--- src/rtl/ae_pkg.sv ---
// Shared types and widths for the auto-exposure controller.
package ae_pkg;

  localparam int EXPO_W = 16;
  localparam int LUMA_W = 8;
  localparam int ERR_W  = 9;
  localparam int CNT_W  = 8;

  typedef enum logic [1:0] {
    MANUAL,
    SAMPLE,
    CALC,
    SETTLE
  } ae_state_t;

endpackage

--- src/rtl/ae_step_calc.sv ---
// One-cycle exposure step datapath: luminance error, deadband test,
// proportional step and clamp, registered on each accepted sample.
// Build option: AE_SMOOTH_EN replaces the raw luminance with an IIR-filtered
// average (avg_f += (avg - avg_f) >>> 2) without adding latency.
module ae_step_calc
  import ae_pkg::*;
#(
  parameter logic [EXPO_W-1:0] EXPO_MIN   = 16'h0010,
  parameter logic [EXPO_W-1:0] EXPO_MAX   = 16'h0FFF,
  parameter int                DEADBAND   = 4,
  parameter int                STEP_SHIFT = 2
) (
  input  logic              clk,
  input  logic              rst,
  input  logic              vld_p0,
`ifdef AE_SMOOTH_EN
  input  logic              reload,
`endif
  input  logic [LUMA_W-1:0] target,
  input  logic [LUMA_W-1:0] avg,
  input  logic [EXPO_W-1:0] expo_cur,
  output logic [EXPO_W-1:0] expo_new_p1,
  output logic              in_band_p1,
  output logic              vld_p1
);

  localparam logic [LUMA_W-1:0] DB = LUMA_W'(DEADBAND);

  logic [LUMA_W-1:0] luma_eff;

`ifdef AE_SMOOTH_EN
  logic [LUMA_W-1:0]       avg_f;
  logic signed [ERR_W-1:0] f_diff;

  // Filtered luminance seen by this sample is the post-update filter value
  always_comb begin
    f_diff   = $signed({1'b0, avg}) - $signed({1'b0, avg_f});
    luma_eff = avg_f + $unsigned(LUMA_W'(f_diff >>> 2));
  end

  // Filter state: starts at target, reloaded on return to auto mode
  always_ff @(posedge clk) begin
    if (rst)         avg_f <= target;
    else if (reload) avg_f <= avg;
    else if (vld_p0) avg_f <= luma_eff;
  end
`else
  assign luma_eff = avg;
`endif

  logic signed [ERR_W-1:0] err;
  logic [LUMA_W-1:0]       abs_err;
  logic [16:0]             delta;
  logic signed [17:0]      sum;

  function automatic logic [EXPO_W-1:0] clamp_expo(input logic signed [17:0] v);
    if (v < $signed({2'b00, EXPO_MIN}))      return EXPO_MIN;
    else if (v > $signed({2'b00, EXPO_MAX})) return EXPO_MAX;
    else                                     return v[EXPO_W-1:0];
  endfunction

  // Error, magnitude and proportional step; non-positive error steps down
  always_comb begin
    err     = $signed({1'b0, target}) - $signed({1'b0, luma_eff});
    abs_err = err[ERR_W-1] ? LUMA_W'(-err) : LUMA_W'(err);
    delta   = 17'(abs_err) << STEP_SHIFT;
    if (err > 0) sum = $signed({2'b00, expo_cur}) + $signed({1'b0, delta});
    else         sum = $signed({2'b00, expo_cur}) - $signed({1'b0, delta});
  end

  // ---- p0 -> p1: register the clamped candidate exposure ----
  always_ff @(posedge clk) begin
    if (vld_p0) begin
      expo_new_p1 <= clamp_expo(sum);
      in_band_p1  <= (abs_err <= DB);
    end
  end

  // Valid flag alongside the registered step
  always_ff @(posedge clk) begin
    if (rst) vld_p1 <= 1'b0;
    else     vld_p1 <= vld_p0;
  end

endmodule

--- src/rtl/auto_exposure_ctrl.sv ---
// Closed-loop auto-exposure controller: one proportional exposure step per
// frame with deadband, clamping, settle delay and lock indication, plus a
// manual override. Build option: AE_SMOOTH_EN enables luminance smoothing
// inside the step datapath.
module auto_exposure_ctrl
  import ae_pkg::*;
#(
  parameter logic [EXPO_W-1:0] EXPO_INIT     = 16'h0400,
  parameter logic [EXPO_W-1:0] EXPO_MIN      = 16'h0010,
  parameter logic [EXPO_W-1:0] EXPO_MAX      = 16'h0FFF,
  parameter int                DEADBAND      = 4,
  parameter int                STEP_SHIFT    = 2,
  parameter int                SETTLE_FRAMES = 2,
  parameter int                LOCK_FRAMES   = 3
) (
  input  logic        CLK_50,
  input  logic        RESET,
  input  logic        FRAME_TICK,
  input  logic [7:0]  AVG_REG,
  input  logic [7:0]  TARGET,
  input  logic        AE_ENABLE,
  input  logic [15:0] MANUAL_EXPO,
  output logic [15:0] EXPO_REG,
  output logic        EXPO_UPDATE,
  output logic        LOCKED
);

  localparam logic [CNT_W-1:0] SETTLE_N = CNT_W'(SETTLE_FRAMES);
  localparam logic [CNT_W-1:0] LOCK_N   = CNT_W'(LOCK_FRAMES);

  ae_state_t         state;
  logic [CNT_W-1:0]  settle_cnt;
  logic [CNT_W-1:0]  lock_cnt;
  logic [CNT_W-1:0]  lock_nxt;
  logic              vld_p0;
  logic              vld_p1;
  logic              in_band_p1;
  logic [EXPO_W-1:0] expo_new_p1;
  logic [EXPO_W-1:0] manual_clamped;

  function automatic logic [EXPO_W-1:0] clamp_manual(input logic [EXPO_W-1:0] v);
    if (v < EXPO_MIN)      return EXPO_MIN;
    else if (v > EXPO_MAX) return EXPO_MAX;
    else                   return v;
  endfunction

  assign manual_clamped = clamp_manual(MANUAL_EXPO);
  assign vld_p0         = AE_ENABLE && (state == SAMPLE) && FRAME_TICK;
  assign lock_nxt       = (lock_cnt >= LOCK_N) ? LOCK_N : lock_cnt + CNT_W'(1);

`ifdef AE_SMOOTH_EN
  logic reload;
  assign reload = AE_ENABLE && (state == MANUAL);
`endif

  ae_step_calc #(
    .EXPO_MIN   (EXPO_MIN),
    .EXPO_MAX   (EXPO_MAX),
    .DEADBAND   (DEADBAND),
    .STEP_SHIFT (STEP_SHIFT)
  ) u_step (
    .clk         (CLK_50),
    .rst         (RESET),
    .vld_p0      (vld_p0),
`ifdef AE_SMOOTH_EN
    .reload      (reload),
`endif
    .target      (TARGET),
    .avg         (AVG_REG),
    .expo_cur    (EXPO_REG),
    .expo_new_p1 (expo_new_p1),
    .in_band_p1  (in_band_p1),
    .vld_p1      (vld_p1)
  );

  // ---- p1: control FSM, counters and registered outputs ----
  always_ff @(posedge CLK_50) begin
    if (RESET) begin
      state       <= SAMPLE;
      EXPO_REG    <= EXPO_INIT;
      EXPO_UPDATE <= 1'b0;
      LOCKED      <= 1'b0;
      settle_cnt  <= '0;
      lock_cnt    <= '0;
    end else begin
      EXPO_UPDATE <= 1'b0;
      if (!AE_ENABLE) begin
        state      <= MANUAL;
        LOCKED     <= 1'b0;
        settle_cnt <= '0;
        lock_cnt   <= '0;
        if (manual_clamped != EXPO_REG) begin
          EXPO_REG    <= manual_clamped;
          EXPO_UPDATE <= 1'b1;
        end
      end else begin
        case (state)
          MANUAL: state <= SAMPLE;
          SAMPLE: if (FRAME_TICK) state <= CALC;
          CALC: begin
            state <= SAMPLE;
            if (vld_p1) begin
              if (in_band_p1) begin
                lock_cnt <= lock_nxt;
                LOCKED   <= (lock_nxt == LOCK_N);
              end else begin
                lock_cnt <= '0;
                LOCKED   <= 1'b0;
                // A step pinned at a clamp leaves the exposure unchanged
                if (expo_new_p1 != EXPO_REG) begin
                  EXPO_REG    <= expo_new_p1;
                  EXPO_UPDATE <= 1'b1;
                  if (SETTLE_N != '0) begin
                    state      <= SETTLE;
                    settle_cnt <= SETTLE_N;
                  end
                end
              end
            end
          end
          SETTLE: begin
            if (FRAME_TICK) begin
              settle_cnt <= settle_cnt - CNT_W'(1);
              if (settle_cnt <= CNT_W'(1)) state <= SAMPLE;
            end
          end
          default: state <= SAMPLE;
        endcase
      end
    end
  end

endmodule

--- config.mk ---
export PLATFORM = sky130hd
export DESIGN_NAME = auto_exposure_ctrl
export DESIGN_NICKNAME = d
export VERILOG_FILES = /design/src/rtl/ae_pkg.sv /design/src/rtl/ae_step_calc.sv /design/src/rtl/auto_exposure_ctrl.sv
export SDC_FILE = /design/constraint.sdc
export NUM_CORES = 1
export LEC_CHECK = 0
export CAP_MARGIN = 5
export CORE_UTILIZATION = 25
export DETAILED_ROUTE_END_ITERATION = 10
export PLACE_DENSITY = 0.53
export SLEW_MARGIN = 20
export SYNTH_ARGS = -nofsm -noshare
export SYNTH_HDL_FRONTEND = slang
export SYNTH_SLANG_ARGS = --single-unit
--- constraint.sdc ---
create_clock -name CLK_50 -period 5.5 [get_ports CLK_50]
set_input_delay 1.1 -clock CLK_50 [delete_from_list [all_inputs] [get_ports CLK_50]]
set_output_delay 1.1 -clock CLK_50 [all_outputs]
set_load 0.05 [all_outputs]
# Yosys cells after proc, flatten, opt, wreduce, memory -nomap -nowiden
# Cells that the tools add are included.
dict set report classes {
  addsub 6
  mul 0
  div_mod_pow 0
  n_lt_le_gt_ge 8
  eq_ne 19
  n_shift 0
  muxes 33
  bitwise_logic 1
  reduce_logical 12
}
# operator count
set op_table {}
lappend op_table {{$mux 16} 8}
lappend op_table {{$mux 8} 7}
lappend op_table {{$ne 16x16->1} 2}
lappend op_table {{$gt 18x13->1 const B} 1}
lappend op_table {{$lt 18x6->1 const B} 1}
lappend op_table {{$mux 18} 1}
lappend op_table {{$add 16x10->17} 1}
lappend op_table {{$sub 16x10->17} 1}
lappend op_table {{$gt 16x12->1 const B} 1}
lappend op_table {{$lt 16x5->1 const B} 1}
lappend op_table {{$pmux 8 s2} 1}
lappend op_table {{$mux 12} 1}
lappend op_table {{$mux 2} 6}
lappend op_table {{$ne 2x2->1 const B} 6}
lappend op_table {{$reduce_and 5->1} 2}
lappend op_table {{$gt 9x1->1 const B} 1}
lappend op_table {{$ne 3x3->1 const B} 3}
lappend op_table {{$sub 8x8->9} 1}
lappend op_table {{$add 8x1->8 const B} 1}
lappend op_table {{$eq 8x2->1 const B} 1}
lappend op_table {{$ge 8x2->1 const B} 1}
lappend op_table {{$le 8x1->1 const B} 1}
lappend op_table {{$le 8x3->1 const B} 1}
lappend op_table {{$mux 1} 8}
lappend op_table {{13 further kinds} 21}
dict set report totals {
  regBits 54
  latch_bits 0
  mem_bits_rw 0
  rom_bits 0
  input_bits 36
  output_inout_bits 18
  elab_cells 90
  mem_count 0
}

# Longest topological paths before layout
# Gate-level depths: netlist of the first run.
dict set report logic_depth {
  ltp_word 7
  mapped_depth 23
}

# Hierarchy
# A second synthesis of the first run with hierarchy kept.
dict set report unflattened {
  hier_cells 628
  area_unflattened_um2 5161.2
}
# mod instances cells_each area_per_inst_um2 seq_area_each_um2
set by_module_without_submodules {}
lappend by_module_without_submodules {ae_step_calc 1 297 2590.0 530.5}
lappend by_module_without_submodules {auto_exposure_ctrl 1 331 2571.2 720.7}

# Worst setup path after synthesis of the first run
# Ideal clock, no wire load.
dict set report synth_timing {
  kind {input-to-reg}
  start {input AVG_REG[4]}
  end {register u_step.expo_new_p1[2], data pin}
  setup_ns 0.265
  arrival_time_ns 4.967
  required_time_ns 5.235
  slack_ns 0.268
  cell_stages 20
  cell_sequence {inv_1 ha_1 and2_1 a221o_1 or3_4 a211oi_4 nand2_1 o21ai_0 xnor2_1 inv_1 ha_1 clkbuf_1 a21oi_1 a21oi_2 a32oi_1 nand2_1 xor2_1 nor4_4 buf_6 o2bb2ai_1}
}
dict set report synth_between {
  elab_chain_cells 7
  elab_cells_between_ends 10
  cone_classes {add/sub: 4; order compare: 3; mux: 3}
}
# element line
set synth_rtl {}
lappend synth_rtl {{start, declared} auto_exposure_ctrl.sv:19} ;# input logic [7:0] AVG_REG,
lappend synth_rtl {{$sub 8x8->9 (*)} ae_step_calc.sv:64} ;# err = $signed({1'b0, target}) - $signed({1'b0, luma_eff});
lappend synth_rtl {{$neg 8->8} ae_step_calc.sv:65} ;# abs_err = err[ERR_W-1] ? LUMA_W'(-err) : LUMA_W'(err);
lappend synth_rtl {{$mux 8} ae_step_calc.sv:65}
lappend synth_rtl {{$sub 16x10->17 or $add 16x10->17 (tied branches)} {ae_step_calc.sv:68, ae_step_calc.sv:67}}
lappend synth_rtl {{$mux 18 (*)} ae_step_calc.sv:67} ;# if (err > 0) sum = $signed({2'b00, expo_cur}) + $signed({1'b0, delta});
lappend synth_rtl {{$gt 18x13->1} ae_step_calc.sv:58} ;# else if (v > $signed({2'b00, EXPO_MAX})) return EXPO_MAX;
lappend synth_rtl {{$mux 12} ae_step_calc.sv:58}
lappend synth_rtl {{end signal, assigned} ae_step_calc.sv:74} ;# expo_new_p1 <= clamp_expo(sum);
lappend synth_rtl {{end, declared} ae_step_calc.sv:22} ;# output logic [EXPO_W-1:0] expo_new_p1,
# Every way passes the cells marked *; elsewhere a longest branch is shown, timed or not.
# A chain may end at the register's enable or synchronous reset.

# Final worst setup path of the first run
dict set report layout_timing {
  start {input AVG_REG[3]}
  end {register u_step.expo_new_p1[8], data pin}
}
# The elaborated chain is that of the path after synthesis.

==> metrics, run 1 <==
# DRC 0; count leader, synth nor2_1; Post-Syn Area 4259 µm²; final RePlAce weighted congestion 0.8508; Final Hold Violating Endpoints 0; Period minus WS final 5293 ps; CTS tree built; area leader, netlist dfxtp_1; hold_ws 455.5 ps; clock skew 6.291 ps; Worst R2R End u_step.expo_new_p1[8]$_SDFFCE_PP0P_; via count 3982; # fillers 1755; Max Root-Sink Buffers 2; DR WL/cell 13.48 µm; critical path required time 5550 ps; DP Area 5426 µm²; first-pass GRT wire length 18960 µm; first drt pass iteration count 4; Crit Path Class primary input to flip-flop; count of cell types in the netlist 68; fin nets 683; Die Width 132.5 µm; FMAX 188.9 MHz; endpoints failing setup 0; placed insts 825; Synth Instances 515; number of max-cap violations 0; root buf cell clkbuf_16; setup TNS after final layout 0 ps; Yosys reg bits 54; top post-synthesis cells by count 68 x nor2_1, 56 x a21oi_1, 37 x dfxtp_1; CP cell instances clkdlybuf4s50_1 -> inv_1 -> ha_1 -> and2_4 -> a221o_1 -> or3_4 -> a211oi_4 -> nand2_1 -> o21ai_2 -> xnor2_2 -> inv_2 -> ha_4 -> nor2_1 -> a21oi_1 -> nor2_1 -> o21ai_1 -> a21oi_2 -> o21ai_2 -> mux2_4 -> nor4_4 -> buf_4 -> a21oi_1; number of buffers created by CTS 5; DPL Wire Length 8968 µm; outcome completed; Placeable Area 16580 µm²; Die ar. 17560 µm²; maximum VDD drop 0.1259 mV; Buffers on Ports 53; Multi-input gate area 2994 µm²; HP Class flip-flop to flip-flop; I/O pin cnt 54; largest net degree at the start of global routing 34; R2R Setup Slk 2360 ps; vias in the first global route 3938; initial drt markers 262; grt ovf 0; CP startpoint AVG_REG[3]; Rows 47; initial antenna violation count 0; ANT nets after route 0; crit path to u_step.expo_new_p1[8]$_SDFFCE_PP0P_; worst-path maximum fanout 6; total track usage 0.1307; Storage cell area 1251 µm²; Slew Viols, Final 0; Reg2Reg Depth 14; Initial Util 0.2568; top_reg_cell synth dfxtp_1; WP data arrival 5340 ps; async set-reset flop share out of synthesis 0; PwrDens 276.4 nW/µm²; worst-margin pin slew 829.6 ps; Num Clock Sinks 54; Seq/Total Area, Yosys 0.2938; CTS Hold Bufs 0; synth top area cells dfxtp_1 17%, edfxtp_1 12%, ha_1 8.8%; Post-synth EDFFs 17; Max-slew headroom 0.4469; post-route cell area 5822 µm²; startpoint types primary input; yosys warns 0; crit end category flip-flop; Final Core Density 0.3511; layout overhead on the synthesized area 36.69%; Routed WL 11260 µm; syn avg cell area 8.270 µm²; Vias per Instance 4.769; clock transition at the registers of the reported paths 70 ps; Antenna Cells 0; H-Tree Depth 2; crit-path max cell delay 460 ps; reg2reg start EXPO_REG[3]$_SDFFE_PP0P_; leakage power 2.320 nW; Slowest-stage cell, CP clkdlybuf4s50_1; share of the synthesized area in the top cell type 0.1739; crit share post-route 0.9623; die height 132.5 µm; layout cells sized above 1 0.2033; Cell Count, Final, Fillers Out 835; clock insertion delay at the later pin of the skew report 290 ps
logic make-up (layout without fill, tap and decap cells):
| family | after synthesis | count (layout) | share of synthesized area |
|---|---|---|---|
| simple gates | 168 | 168 | 0.1974 |
| compound gates | 142 | 142 | 0.2291 |
| buf+inv | 61 | 158 | 0.05905 |
| flops | 54 | 54 | 0.2938 |
| xor+xnor | 52 | 52 | 0.1069 |
| fa+ha+maj | 33 | 33 | 0.1022 |
| mux | 4 | 4 | 0.01058 |
| other cells | 1 | 4 | 0.0008805 |
flip-flops by register name (all words and copies together) (netlist names):
name / flops
LOCKED: 1
u_step.expo_new_p1: 16
settle_cnt: 8
EXPO_REG: 16
u_step.vld_p1: 1
state: 2
EXPO_UPDATE: 1
u_step.in_band_p1: 1
lock_cnt: 8
worst min path at each step:
stage	cells past startpoint	start	slack (ps)	end
6_report	1	lock_cnt[5]$_SDFFE_PP0P_	460	lock_cnt[5]$_SDFFE_PP0P_
5_1_grt	2	LOCKED$_SDFFE_PP0P_	480	LOCKED$_SDFFE_PP0P_
2_1_floorplan	1	lock_cnt[4]$_SDFFE_PP0P_	420	lock_cnt[4]$_SDFFE_PP0P_
3_5_place_dp	1	lock_cnt[5]$_SDFFE_PP0P_	440	lock_cnt[5]$_SDFFE_PP0P_
4_1_cts	1	lock_cnt[6]$_SDFFE_PP0P_	460	lock_cnt[6]$_SDFFE_PP0P_
3_3_place_gp	1	lock_cnt[4]$_SDFFE_PP0P_	440	lock_cnt[4]$_SDFFE_PP0P_
power breakdown:
group	switching, W	total (W)	leakage, nW	internal (W)
Sequential	0.0000343	0.000480	0.455	0.000446
Clock	0.000143	0.000338	0.0801	0.000195
Combinational	0.000397	0.000792	1.78	0.000394
Total	0.000575	0.00161	2.32	0.00103
critical path: cells and delay by family:
| family | cells | cell delay, ps |
|---|---|---|
| mux | 1 | 320 |
| xor+xnor | 1 | 150 |
| compound gates | 8 | 1380 |
| fa+ha+maj | 2 | 580 |
| simple gates | 6 | 1050 |
| buf+inv | 4 | 780 |
routing by layer:
| metal | track usage | share of wire | up-vias |
|---|---|---|---|
| met5 | 0 | 0 | - |
| met2 | 0.2301 | 0.49 | 65 |
| met1 | 0.1715 | 0.48 | 1899 |
| met3 | 0.01456 | 0.030 | 7 |
| li1 | - | - | 2011 |
| met4 | 0.02682 | 0.0083 | 0 |
stage by stage:
step                setup slack, ps  power (W)
finish                        207.3   0.001609
global route                 -31.95   0.001724
CTS                           47.08   0.001549
detailed placement           -230.9   0.001210
global placement             -247.8   0.001201
floorplan                     268.2  0.0009221
cells in the final DEF (no fill, tap or decap), types with 5 or more instances in the layout:
| cell type | netlist | final |
|---|---|---|
| xnor2_1 | 32 | 30 |
| nor2_1 | 68 | 65 |
| nand2_1 | 29 | 28 |
| clkdlybuf4s50_1 | 0 | 53 |
| o21ai_1 | 6 | 7 |
| o21ai_0 | 18 | 14 |
| nor4_1 | 7 | 7 |
| inv_1 | 36 | 34 |
| clkbuf_16 | 0 | 5 |
| edfxtp_1 | 17 | 17 |
| ha_4 | 0 | 5 |
| xor2_1 | 20 | 19 |
| dfxtp_1 | 37 | 37 |
| buf_4 | 2 | 59 |
| a21oi_1 | 56 | 50 |
| a21o_1 | 6 | 6 |
| nor3_1 | 8 | 8 |
| a21oi_2 | 3 | 8 |
| and2_1 | 7 | 6 |
| nand3_1 | 7 | 7 |
| or4_1 | 6 | 5 |
| ha_1 | 30 | 24 |
| nand4_1 | 9 | 9 |
timing repair:
item	4_1_cts	5_1_grt
endpoints found under the setup margin	0	12
gates resized for setup	0	47
setup buffers	0	1
cell type report:
class / instances / share of cell area
Clock buffer: 7 / 0.02622
Inverter: 36 / 0.02321
Timing Repair Buffer: 114 / 0.1726
Clock inverter: 1 / 0.001504
Sequential cell: 54 / 0.2149
Tap cell: 220 / 0.04728
Multi-Input combinational cell: 403 / 0.5143
Power figures use the tool's default switching activity.
==> run 2, diff against run 1 <==
- SLEW_MARGIN: 20 -> 25
==> results of run 2 <==
Final layout, timing and power as in run 1 (identical DEF).
==> run 3, diff against run 2 <==
==> constraint.sdc (replaced) <==
create_clock -name CLK_50 -period 5.5 [get_ports CLK_50]
set_input_delay 0.825 -clock CLK_50 [delete_from_list [all_inputs] [get_ports CLK_50]]
set_output_delay 0.825 -clock CLK_50 [all_outputs]
set_load 0.05 [all_outputs]
==> metrics, run 3 (synthesis results as in run 1) <==
PwrDens 267.8 nW/µm²; first-pass GRT wire length 18290 µm; final RePlAce weighted congestion 0.8409; post-route cell area 5293 µm²; Die Width 132.5 µm; worst-path maximum fanout 12; Placeable Area 16580 µm²; Vias per Instance 4.774; layout overhead on the synthesized area 24.27%; Top Family by Delay on Critical Path compound AO/OA/AOI/OAI gates; # fillers 1744; WP data arrival 5230 ps; via count 3810; total track usage 0.1265; vias in the first global route 3646; H-Tree Depth 2; Routed WL 10710 µm; Max Root-Sink Buffers 2; Antenna Cells 0; critical path required time 5540 ps; CTS Hold Bufs 0; worst-margin pin slew 791.9 ps; Hold Path Depth 2; Slew Viols, Final 0; outcome completed; post-cts sizing count 0; DR WL/cell 13.42 µm; setup TNS after final layout 0 ps; unrepaired setup endpoints after global routing no; commonest non-fill, non-tap cells in the layout 68 x nor2_1, 56 x a21oi_1, 53 x clkdlybuf4s50_1; number of buffers created by CTS 5; critical path depth in cells 22; Final Hold Violating Endpoints 0; FMAX 192.8 MHz; Max-slew headroom 0.4721; root buf cell clkbuf_16; clock transition at the registers of the reported paths 70 ps; clock insertion delay at the later pin of the skew report 300 ps; I/O pin cnt 54; Buffers on Ports 53; DPL Wire Length 8660 µm; fin nets 646; crit end category flip-flop; startpoint types primary input; number of max-cap violations 0; DP Area 5151 µm²; CTS tree built; biggest regs EXPO_REG: 16 flops, u_step.expo_new_p1: 16 flops; # Post-CTS Setup Buffers 0; R2R Setup Slk 2300 ps; first drt pass iteration count 5; largest net degree at the start of global routing 34; Initial Util 0.2568; Reg2Reg Depth 15; Die ar. 17560 µm²; metal3 WL 438 µm; clock skew 9.395 ps; initial drt markers 277; maximum VDD drop 0.1288 mV; Final Core Density 0.3191; die height 132.5 µm; CP Buf/Inv Count 5; WL met2 4913 µm; grt ovf 0; HP Class flip-flop to flip-flop; Rows 47; Period minus WS final 5186 ps; leakage power 2.093 nW; most common cell after layout, fill and taps aside nor2_1; initial antenna violation count 0; crit-path max cell delay 450 ps; Slowest-stage cell, CP clkdlybuf4s50_1; ANT nets after route 0; # DRC 0; endpoints failing setup 0; Num Clock Sinks 54; layout cells sized above 1 0.08997; Crit Path Class primary input to flip-flop; CP cell instances clkdlybuf4s50_1 -> inv_1 -> ha_1 -> fa_1 -> nand2b_1 -> a211oi_1 -> buf_4 -> o22a_1 -> o21a_1 -> inv_1 -> fa_1 -> a21oi_1 -> o21ba_2 -> nor2_1 -> nor2_1 -> a2bb2oi_1 -> o211ai_1 -> o21ai_1 -> xor2_1 -> nor4_4 -> buf_4 -> a21oi_1; hold_ws 456.5 ps; crit share post-route 0.9429; highest metal layer with signal wires met4; Met1 Wirelength 5274 µm
==> run 3: cell types whose count changed in the layout (fill, tap and decap cells not counted), moves of 3 or more <==
cell / before / now
buf_4: 59 / 24
a21oi_1: 50 / 56
ha_1: 24 / 30
a21oi_2: 8 / 3
ha_4: 5 / 0
o21ai_0: 14 / 18
nor2_1: 65 / 68
o21ai_2: 4 / 1
==> run 3: layer usage <==
layer / global-route usage / vias up
met5: 0 / -
met4: 0.02554 / 0
met3: 0.01801 / 6
met2: 0.2102 / 73
met1: 0.1737 / 1798
li1: - / 1933
==> run 3: path summary, 6_finish.rpt <==
check                           startpoint                                   end
setup reg to reg  EXPO_REG[2]$_SDFFE_PP0P_  u_step.expo_new_p1[10]$_SDFFCE_PP0P_
setup / recovery                 TARGET[0]  u_step.expo_new_p1[10]$_SDFFCE_PP0P_
hold / removal    lock_cnt[1]$_SDFFE_PP0P_              lock_cnt[1]$_SDFFE_PP0P_
hold reg to reg   lock_cnt[1]$_SDFFE_PP0P_              lock_cnt[1]$_SDFFE_PP0P_
==> run 3: power breakdown <==
part | switching (W) | internal (W)
clock | 0.000143 | 0.000170
combinational | 0.000346 | 0.000279
sequential | 0.0000334 | 0.000446
total | 0.000522 | 0.000895
==> run 3: layout make-up <==
class,instances,area (µm²),share of cell area
sequential,54,1251,0.2364
clock inverter,2,12.51,0.002364
inverter,36,135.1,0.02553
tap,220,275.3,0.05201
multi-input combinational,403,2779,0.5251
timing repair buffer,77,710.7,0.1343
clock buffer,6,128.9,0.02435
==> run 3: through the flow <==
stage          cells  setup WS, ps  total power [W]
6_report         798         314.3         0.001417
5_1_grt          798         3.379         0.001517
4_1_cts          798         331.8         0.001431
3_5_place_dp     790         14.59         0.001115
3_3_place_gp     790         75.65         0.001106
2_1_floorplan    518         543.2        0.0009221
==> run 3: worst register-to-register path, cell delays in order, from the launching register on <==
cell,delay [ps]
dfxtp_1,380
inv_1,110
ha_1,170
inv_1,50
fa_1,380
a21oi_1,170
o21ba_2,160
nor2_1,50
nor2_1,90
a2bb2oi_1,390
o211ai_1,190
o21ai_1,180
xor2_1,110
nor4_4,220
buf_4,220
a21oi_1,100
